===== src/rtl/bsg_mul_rv_sequencer_if.sv =====
// bsg_mul_rv_sequencer_if: request/response bus between the sequencer (master) and the Booth multiplier (slave)
interface bsg_mul_rv_sequencer_if #(parameter int width_p = 64);
  logic [width_p-1:0]   mul_opA_o;
  logic [width_p-1:0]   mul_opB_o;
  logic                 mul_signed_o;
  logic                 mul_v_o;
  logic                 mul_ready_i;
  logic [2*width_p-1:0] mul_result_i;
  logic                 mul_v_i;
  logic                 mul_yumi_o;
  modport master (
    output mul_opA_o, mul_opB_o, mul_signed_o, mul_v_o, mul_yumi_o,
    input  mul_ready_i, mul_result_i, mul_v_i
  );
  modport slave (
    input  mul_opA_o, mul_opB_o, mul_signed_o, mul_v_o, mul_yumi_o,
    output mul_ready_i, mul_result_i, mul_v_i
  );
endinterface


===== src/rtl/bsg_mul_rv_sequencer.sv =====
// bsg_mul_rv_sequencer: RISC-V MUL/MULH/MULHSU/MULHU sequencer around the radix-8 Booth multiplier; BSG_MUL_RV_WORD_EN adds word_i (MULW)
module bsg_mul_rv_sequencer #(parameter int width_p = 64) (
  input  logic                 clk_i,
  input  logic                 reset_n_i,
  input  logic                 v_i,
  output logic                 ready_o,
  input  logic [1:0]           op_i,
  input  logic [width_p-1:0]   opA_i,
  input  logic [width_p-1:0]   opB_i,
`ifdef BSG_MUL_RV_WORD_EN
  input  logic                 word_i,
`endif
  output logic                 v_o,
  output logic [width_p-1:0]   result_o,
  input  logic                 yumi_i,
  bsg_mul_rv_sequencer_if.master mul_if
);
  typedef enum logic [2:0] {eIdle, eIssue, eWait, eFix, eDone} state_e;
  state_e             state_q, state_d;
  logic [1:0]         op_q, op_d;
  logic [width_p-1:0] opA_q, opA_d, opB_q, opB_d, result_q, result_d;
  logic               mulw_q, mulw_d, mulw_in;
`ifdef BSG_MUL_RV_WORD_EN
  assign mulw_in = word_i & (op_i == 2'b00);
`else
  assign mulw_in = 1'b0;
`endif
  assign v_o                 = (state_q == eDone);
  assign result_o            = result_q;
  assign mul_if.mul_v_o      = (state_q == eIssue);
  assign mul_if.mul_opA_o    = opA_q;
  assign mul_if.mul_opB_o    = opB_q;
  assign mul_if.mul_signed_o = (op_q == 2'b01);
  assign mul_if.mul_yumi_o   = mul_if.mul_v_i & (state_q == eIdle || state_q == eWait);
  // next-state, operand latch, product capture and MULHSU correction
  always_comb begin
    state_d  = state_q;
    op_d     = op_q;
    opA_d    = opA_q;
    opB_d    = opB_q;
    mulw_d   = mulw_q;
    result_d = result_q;
    ready_o  = 1'b0;
    case (state_q)
      eIdle: begin
        ready_o = mul_if.mul_ready_i & ~mul_if.mul_v_i;
        if (v_i & ready_o) begin
          op_d    = op_i;
          opA_d   = mulw_in ? {{(width_p-32){opA_i[31]}}, opA_i[31:0]} : opA_i;
          opB_d   = mulw_in ? {{(width_p-32){opB_i[31]}}, opB_i[31:0]} : opB_i;
          mulw_d  = mulw_in;
          state_d = eIssue;
        end
      end
      eIssue: state_d = mul_if.mul_ready_i ? eWait : eIssue;
      eWait: if (mul_if.mul_v_i) begin
        result_d = (op_q != 2'b00) ? mul_if.mul_result_i[2*width_p-1:width_p]
                 : mulw_q ? {{(width_p-32){mul_if.mul_result_i[31]}}, mul_if.mul_result_i[31:0]}
                 : mul_if.mul_result_i[width_p-1:0];
        state_d  = (op_q == 2'b10 && opA_q[width_p-1]) ? eFix : eDone;
      end
      eFix: begin
        result_d = result_q - opB_q;
        state_d  = eDone;
      end
      eDone: state_d = yumi_i ? eIdle : eDone;
      default: state_d = eIdle;
    endcase
  end
  // state and datapath registers, cleared asynchronously
  always_ff @(posedge clk_i or negedge reset_n_i) begin
    if (!reset_n_i) begin
      state_q  <= eIdle;
      op_q     <= '0;
      opA_q    <= '0;
      opB_q    <= '0;
      mulw_q   <= 1'b0;
      result_q <= '0;
    end else begin
      state_q  <= state_d;
      op_q     <= op_d;
      opA_q    <= opA_d;
      opB_q    <= opB_d;
      mulw_q   <= mulw_d;
      result_q <= result_d;
    end
  end
  // consuming a result that is not being offered is a client protocol error
  always @(posedge clk_i) begin
    if (reset_n_i) assert (!yumi_i || v_o);
  end
endmodule

===== src/flat_wrapper.sv =====
// flat-port wrapper written by rule: the top's interface ports become plain ports
module bsg_mul_rv_sequencer_flat 
#(parameter int width_p = 64)
  (clk_i, reset_n_i, v_i, ready_o, op_i, opA_i, opB_i, v_o, result_o, yumi_i, mul_if_mul_opA_o, mul_if_mul_opB_o, mul_if_mul_signed_o, mul_if_mul_v_o, mul_if_mul_yumi_o, mul_if_mul_ready_i, mul_if_mul_result_i, mul_if_mul_v_i);
  bsg_mul_rv_sequencer_if #(.width_p(width_p)) mul_if_i ();
  input  logic clk_i;
  input  logic reset_n_i;
  input  logic v_i;
  output logic ready_o;
  input  logic [1:0] op_i;
  input  logic [width_p-1:0] opA_i;
  input  logic [width_p-1:0] opB_i;
  output logic v_o;
  output logic [width_p-1:0] result_o;
  input  logic yumi_i;
  output wire logic [$bits(mul_if_i.mul_opA_o)-1:0] mul_if_mul_opA_o;
  output wire logic [$bits(mul_if_i.mul_opB_o)-1:0] mul_if_mul_opB_o;
  output wire logic [$bits(mul_if_i.mul_signed_o)-1:0] mul_if_mul_signed_o;
  output wire logic [$bits(mul_if_i.mul_v_o)-1:0] mul_if_mul_v_o;
  output wire logic [$bits(mul_if_i.mul_yumi_o)-1:0] mul_if_mul_yumi_o;
  input wire logic [$bits(mul_if_i.mul_ready_i)-1:0] mul_if_mul_ready_i;
  input wire logic [$bits(mul_if_i.mul_result_i)-1:0] mul_if_mul_result_i;
  input wire logic [$bits(mul_if_i.mul_v_i)-1:0] mul_if_mul_v_i;
  assign mul_if_mul_opA_o = mul_if_i.mul_opA_o;
  assign mul_if_mul_opB_o = mul_if_i.mul_opB_o;
  assign mul_if_mul_signed_o = mul_if_i.mul_signed_o;
  assign mul_if_mul_v_o = mul_if_i.mul_v_o;
  assign mul_if_mul_yumi_o = mul_if_i.mul_yumi_o;
  assign mul_if_i.mul_ready_i = mul_if_mul_ready_i;
  assign mul_if_i.mul_result_i = mul_if_mul_result_i;
  assign mul_if_i.mul_v_i = mul_if_mul_v_i;
  bsg_mul_rv_sequencer #(.width_p(width_p)) u_core (.clk_i(clk_i), .reset_n_i(reset_n_i), .v_i(v_i), .ready_o(ready_o), .op_i(op_i), .opA_i(opA_i), .opB_i(opB_i), .v_o(v_o), .result_o(result_o), .yumi_i(yumi_i), .mul_if(mul_if_i));
endmodule

===== config.mk =====
export PLATFORM = sky130hd
export DESIGN_NAME = bsg_mul_rv_sequencer_flat
export DESIGN_NICKNAME = d
export VERILOG_FILES = /design/src/rtl/bsg_mul_rv_sequencer_if.sv /design/src/rtl/bsg_mul_rv_sequencer.sv /design/src/flat_wrapper.sv
export SDC_FILE = /design/constraint.sdc
export NUM_CORES = 1
export LEC_CHECK = 0
export CORE_AREA = 3 3 180 182
export DETAILED_ROUTE_END_ITERATION = 7
export DIE_AREA = 0 0 183 185
export PLACE_DENSITY_LB_ADDON = 0.3
export SYNTH_ARGS = -nofsm -noshare
export SYNTH_HDL_FRONTEND = slang
export SYNTH_SLANG_ARGS = --single-unit
export TNS_END_PERCENT = 1

===== constraint.sdc =====
create_clock -name clk_i -period 3.5 [get_ports clk_i]
set_input_delay 1.05 -clock clk_i [delete_from_list [all_inputs] [get_ports clk_i]]
set_output_delay 1.05 -clock clk_i [all_outputs]
set_load 0.01 [all_outputs]

==> metrics.md, run 1 <==
| Metric | Value |
|---|---|
| Run status | completed |
| Yosys cell types | 65 |
| Static Leak | 7.97 nW |
| Synthesis Warnings | 0 |
| First-pass GRT wire length | 69,400 um |
| Largest net degree at the start of global routing | 73 |
| DRT Wirelength | approximately 46,000 um |
| M1 GR Usage | 0.300 |
| Worst Path Max Fanout | 3 |
| DR WL/cell | 20.0 um |
| Starting density of the core | 0.409 |
| Drc violations | 0 |
| Vias in the first global route | 12,378 |
| I/O Buffers | 460 |
| Syn Inst Count | 1,435 |
| Final hold violations | 0 |
| Num ports | around 460 |
| First drt pass iteration count | 5 |
| Reg-to-reg startpoint | u_core.mul_if.mul_opB_o[0] |
| Skew final | 14.3 ps |
| Tightest Pin Transition | 855 ps |
| Total number of vias | 12,277 |
| Number of max-cap violations | 0 |
| Fin crit period | roughly 3400 ps |
| Hold Crit Start | u_core.mul_if.mul_opA_o[13] |
| Register area share after synthesis | 0.392 |
| CTS Buf Count | 17 |
| Initial antenna violation count | 3 |
| Hold WS | 507 ps |
| Worst skew pair latency | 460 ps |
| GRT busiest layer | met2 |
| Syn_area_per_cell | 8.76 um2 |
| Die width | 183 um |
| Die Area | 0.0339 mm2 |
| RSZ-0062 raised after global routing | no |
| Syn Std Cell Area | 0.0126 mm2 |
| Iter 0 DRT Violations | 667 |
| Commonest non-fill, non-tap cells in the layout | clkdlybuf4s50_1, nand2_1, a21oi_1 |
| Share of cells above drive strength 1 | 0.112 |
| H-Tree Depth | 4 |
| Antenna-violating nets left | 0 |
| Top cells by area, synth | dfrtp_1, mux2_2, a21oi_1, nand2_1, ha_1 |
| Dpl hpwl | ~36,000 um |
| Clk sinks | 197 |
| Area share of the largest cell type after synthesis | 0.392 |
| Hold WC Path Type | flip-flop to flip-flop |
| Post-CTS setup buffer count | 0 |
| Part of the cycle the worst path needs | 0.959 |
| CP Capture Type | output port |
| Area grow syn2layout | 45.8% |
| Hold path endpoint | u_core.mul_if.mul_opA_o[13] |
| Ys async rst share | 1.00 |
| Via/cell ratio | 5.39 |
| WS Path Type | input port to output port |
| CTS Hold Bufs | 0 |
| Slew Limit Fails | 0 |
| Clock slew at reported path FFs | 70 ps |
| Syn nets | between 1,500 and 2,000 |
| TritonCTS clock tree | built |
| VDD IR max | 0.531 mV |
| Final Setup Violations | 0 |
| Grt total ovfl | 0 |
| Tot Pwr | 20.1 mW |
| Met2 usage | 0.476 |
| Die Y | 185 um |
| GRT Total Usage | 0.263 |
| Hold path cells | 1 |
| Ys flop type | dfrtp_1 |
| FF-to-FF setup slack | 220 ps |
| Yosys reg bits | 197 |
| Slew HR | 0.430 |
| Routing usage on met3 | 0.0799 |
| Worst EP arrival | 2310 ps |
| Req. time, crit path | 2450 ps |
| Post-synth top area cell | dfrtp_1 |
| Longest Clk Path Bufs | 2 |
| Crit Reg-Reg Endpoint | u_core.result_o[58] |
| Root Driver | clkbuf_16 |
| PwrDens | around 1100 mW/mm2 |
| Core Area | 0.0307 mm2 |
| Number of flops mapped to enable cells by yosys | 0 |
| Final #Nets | 2,195 |
| Fmax | 298 MHz |
| R2R depth | 12 |
| Commonest non-fill, non-tap cell in the layout | clkdlybuf4s50_1 |
| GP Congestion | 0.935 |
| Crit start category | input port |
| # rows | 64 |
==> worst max-delay path, stage by stage <==
cell and delay, ps:
clkdlybuf4s50_1 490, inv_1 80, nor3_1 130, clkdlybuf4s50_1 560
==> per-layer routing <==
| metal | wire, um | vias to the layer above |
|---|---|---|
| met4 | 955 | 0 |
| met3 | 3740 | 45 |
| met1 | 17500 | 5884 |
| met5 | 0 | - |
| met2 | 23300 | 450 |
| li1 | - | 5898 |
==> state kept, by name (all words and copies together) (netlist names) <==
register	cells
u_core.mul_if.mul_opB_o	64
u_core.mul_if.mul_opA_o	64
u_core.op_q	2
u_core.state_q	3
u_core.result_o	64
==> cell type report <==
cell class	count	area (um2)
Antenna cell	3	7.51
Clock buffer	18	429
Clock inverter	13	149
Fill cell	2704	12400
Inverter	79	297
Multi-Input combinational cell	1080	7090
Sequential cell	197	4930
Tap cell	396	495
Timing Repair Buffer	492	4930
==> logic make-up (layout without fill, tap and decap cells) <==
family,count (synthesis),count (layout),share of synthesized area
AOI/OAI and AO/OA,417,417,0.191
and+or+nand+nor,409,409,0.146
DFF,197,197,0.392
buffers and inverters,158,602,0.0479
muxes,134,134,0.120
adders and majority gates,64,64,0.0643
xor gates and xnor gates,56,56,0.0390
other,0,3,0
==> where the power goes <==
| group | internal [mW] | switching (mW) | total, mW |
|---|---|---|---|
| registers | 3.41 | 0.888 | 4.30 |
| clock network | 1.06 | 0.962 | 2.02 |
| logic | 6.32 | 7.45 | 13.8 |
==> synthesized netlist by cell type, types with 3 or more instances <==
master / number
nand2_1: 232
a21oi_1: 204
dfrtp_1: 197
mux2_2: 131
o21ai_0: 96
inv_1: 79
clkbuf_1: 68
ha_1: 63
nor2_1: 55
xnor2_1: 35
a21o_1: 31
nand3_1: 25
nand4_1: 21
xor2_1: 21
nand2b_1: 13
nor3_1: 13
o21a_1: 10
o21bai_1: 10
a31oi_1: 8
nor2b_1: 8
and3_1: 7
buf_2: 7
o22ai_1: 7
or3_1: 7
o211ai_1: 6
o21ai_1: 5
a211oi_1: 4
a221oi_1: 4
a311oi_1: 4
and2_1: 4
buf_1: 4
o2111ai_1: 4
or2_2: 4
mux2i_1: 3
nand3b_1: 3
nor3b_1: 3
nor4_1: 3
o31ai_1: 3
==> worst max path at each step <==
stage | from | end | slack, ps | cells past startpoint
3_3_place_gp | mul_if_mul_v_i | ready_o | -40 | 5
2_1_floorplan | u_core.mul_if.mul_opB_o[0] | u_core.result_o[48] | 490 | 12
4_1_cts | mul_if_mul_v_i | ready_o | 30 | 5
3_5_place_dp | mul_if_mul_v_i | ready_o | -70 | 5
5_1_grt | u_core.mul_if.mul_opB_o[0] | u_core.result_o[48] | 50 | 12
6_report | mul_if_mul_v_i | mul_if_mul_yumi_o | 140 | 4
==> repair_timing <==
item                       in CTS  in global routing
setup endpoints to repair       1                  3
pin swaps                       0                  1
resized for setup               1                  4
==> per-stage QoR <==
stage | worst slack, ps | util | cells | area, um2 | TNS [ps]
detailed placement | -71.7 | 0.576 | 2244 | 17700 | -71.7
finish | 142 | 0.596 | 2278 | 18300 | 0
floorplan | 488 | - | 1435 | 12600 | 0
CTS | 26.5 | 0.595 | 2275 | 18300 | 0
global route | 45.1 | 0.596 | 2278 | 18300 | 0
global placement | -36.4 | 0.576 | 2244 | 17700 | -36.4
Note: power is estimated with default switching activity, not from simulation.
==> inputs of run 2 (changes only) <==
Clock period 3.5 ns to 3.4 ns, I/O delays scaled along.
==> metrics.md, run 2 (same netlist as run 1, synthesis figures left out) <==
| Metric | Value |
|---|---|
| H-Tree Depth | 4 (unchanged) |
| CTS Hold Bufs | 0 (unchanged) |
| Hold WC Path Type | flip-flop to flip-flop (unchanged) |
| DP Worst Slack | -88.9 ps (was -71.7 ps) |
| Setup ws final | 113 ps (was 142 ps) |
| GRT Total Usage | 0.261 (was 0.263) |
| WS Path Type | flip-flop to flip-flop (was input port to output port) |
| Crit start category | flip-flop (was input port) |
| Commonest non-fill, non-tap cells in the layout | clkdlybuf4s50_1, nand2_1, a21oi_1 (unchanged) |
| Worst EP arrival | 3640 ps (was 2310 ps) |
| Final Setup Violations | 0 (unchanged) |
| Initial antenna violation count | 4 (was 3) |
| RSZ-0062 raised after global routing | yes (was no) |
| I/O Buffers | 460 (unchanged) |
| Skew final | 15.7 ps (was 14.3 ps) |
| # rows | 64 (unchanged) |
| Finished Layout Cells | 2,285 (was 2,278) |
| Static Leak | 8.06 nW (was 7.97 nW) |
| Multi-input gate area | 0.00713 mm2 (was 0.00709 mm2) |
| Root Driver | clkbuf_16 (unchanged) |
| Slew Limit Fails | 0 (unchanged) |
| Worst skew pair latency | 450 ps (was 460 ps) |
| Post-route cell area | 0.0185 mm2 (was 0.0183 mm2) |
| Final hold violations | 0 (unchanged) |
| Starting density of the core | 0.409 (unchanged) |
| Longest Clk Path Bufs | 2 (unchanged) |
| First-pass GRT wire length | 69,500 um (was 69,400 um) |
| Worst Path Max Fanout | 4 (was 3) |
| Setup TNS | 0 ps (unchanged) |
| Via/cell ratio | 5.45 (was 5.39) |
| Part of the cycle the worst path needs | 0.967 |
| Run status | completed (unchanged) |
| Drc violations | 0 (unchanged) |
| Fin crit period | between 3000 and 4000 ps |
| Top layer in use | met5 (was met4) |
| PwrDens | 1140 mW/mm2 (was 1100 mW/mm2) |
| Req. time, crit path | 3750 ps (was 2450 ps) |
| Hold Crit Start | u_core.mul_if.mul_opA_o[26] (was u_core.mul_if.mul_opA_o[13]) |
| Tightest Pin Transition | 864 ps (was 855 ps) |
| Commonest non-fill, non-tap cell in the layout | clkdlybuf4s50_1 (unchanged) |
| Fill count | 2,666 (was 2,704) |
| VDD IR max | 0.491 mV (was 0.531 mV) |
| Vias in the first global route | 12,457 (was 12,378) |
| Met2 wire len | 23,000 um (was 23,300 um) |
| Num ports | 461 (unchanged) |
| DR WL/cell | 20.0 um (about the same) |
| Area grow syn2layout | 47.0% (was 45.8%) |
| Iter 0 DRT Violations | 774 (was 667) |
| CTS Buf Count | 17 (unchanged) |
| Antenna-violating nets left | 0 (unchanged) |
| Flip-flop and latch area | 0.00493 mm2 (unchanged) |
| DP Cell Count | 2,248 (was 2,244) |
| Fmax | 304 MHz |
| Die width | 183 um (unchanged) |
| Share of cells above drive strength 1 | 0.118 (was 0.112) |
| Clk sinks | 197 (unchanged) |
| Routed met3 length | 3830 um (was 3740 um) |
| DRT Wirelength | 45,800 um (was 45,500 um) |
| CP Capture Type | flip-flop (was output port) |
| GP Congestion | 0.914 (was 0.935) |
| TritonCTS clock tree | built (unchanged) |
| Number of max-cap violations | 0 (unchanged) |
| Grt total ovfl | 0 (unchanged) |
| Core Area | 0.0307 mm2 (unchanged) |
| Reg-to-reg startpoint | u_core.mul_if.mul_opB_o[0] (unchanged) |
| Dpl hpwl | 35,900 um (was 36,100 um) |
| Die Area | 0.0339 mm2 (unchanged) |
| Clock slew at reported path FFs | 80 ps (was 70 ps) |
| Die Y | 185 um (unchanged) |
| Placed inst area | 0.0178 mm2 (was 0.0177 mm2) |
| Total number of vias | 12,459 (was 12,277) |
| Metal-1 WL | 18,000 um (was 17,500 um) |
| Final #Nets | 2,201 (was 2,195) |
| Largest net degree at the start of global routing | 64 (was 73) |
| First drt pass iteration count | 6 (was 5) |
| Slew HR | 0.422 (was 0.430) |
| Crit. Startpoint | u_core.mul_if.mul_opB_o[0] (was mul_if_mul_v_i) |
## run 2: critical path, cell delays in order (launching register included)
cell	delay, ps
dfrtp_1	410
ha_2	210
fa_1	370
or2b_1	290
a21oi_4	250
o21ai_0	150
a21oi_1	380
o211ai_1	160
buf_4	170
nand2_1	80
o21a_1	220
a21oi_1	140
xor2_1	170
o21ai_0	190
## run 2: final cells by class
type                       count  share of cell area
sequential                   197               0.267
tap                          396              0.0268
multi-input combinational   1080               0.386
antenna                        3            0.000406
clock inverter                14             0.00988
inverter                      79              0.0160
timing repair buffer         498               0.271
clock buffer                  18              0.0232
## run 2: stage by stage
step | hold WS, ps | total power, mW | utilization
floorplan | 523 | 12.9 | -
global placement | 486 | 18.4 | 0.578
detailed placement | 491 | 18.5 | 0.578
CTS | 510 | 20.9 | 0.598
global route | 518 | 22.6 | 0.601
finish | 506 | 21.0 | 0.601
## run 2: layer usage
layer	track usage	up-vias
li1	-	5918
met1	0.305	5932
met2	0.468	521
met3	0.0772	84
met4	0.0710	4
met5	0	-
## run 2: worst paths after layout
kind,end,slack (ps),depth (start not counted)
worst max-delay path,u_core.result_o[54],110,13
max in group asynchronous,u_core.mul_if.mul_opA_o[48],2070,2
worst max register to register,u_core.result_o[54],110,13
worst min-delay path,u_core.mul_if.mul_opA_o[26],510,1
min in group asynchronous,u_core.mul_if.mul_opB_o[23],580,1
worst min register to register,u_core.mul_if.mul_opA_o[26],510,1
## run 2: timing repair
item / in CTS / in global routing
pin swaps: 0 / 4
setup endpoints to repair: 2 / 10
resized for setup: 2 / 11
buffers inserted: 0 / 2
## run 2: report_power, final
part / total, mW / internal (mW) / switching (mW)
combinational: 14.4 / 6.58 / 7.81
sequential: 4.42 / 3.51 / 0.913
clock: 2.20 / 1.13 / 1.07
total: 21.0 / 11.2 / 9.79
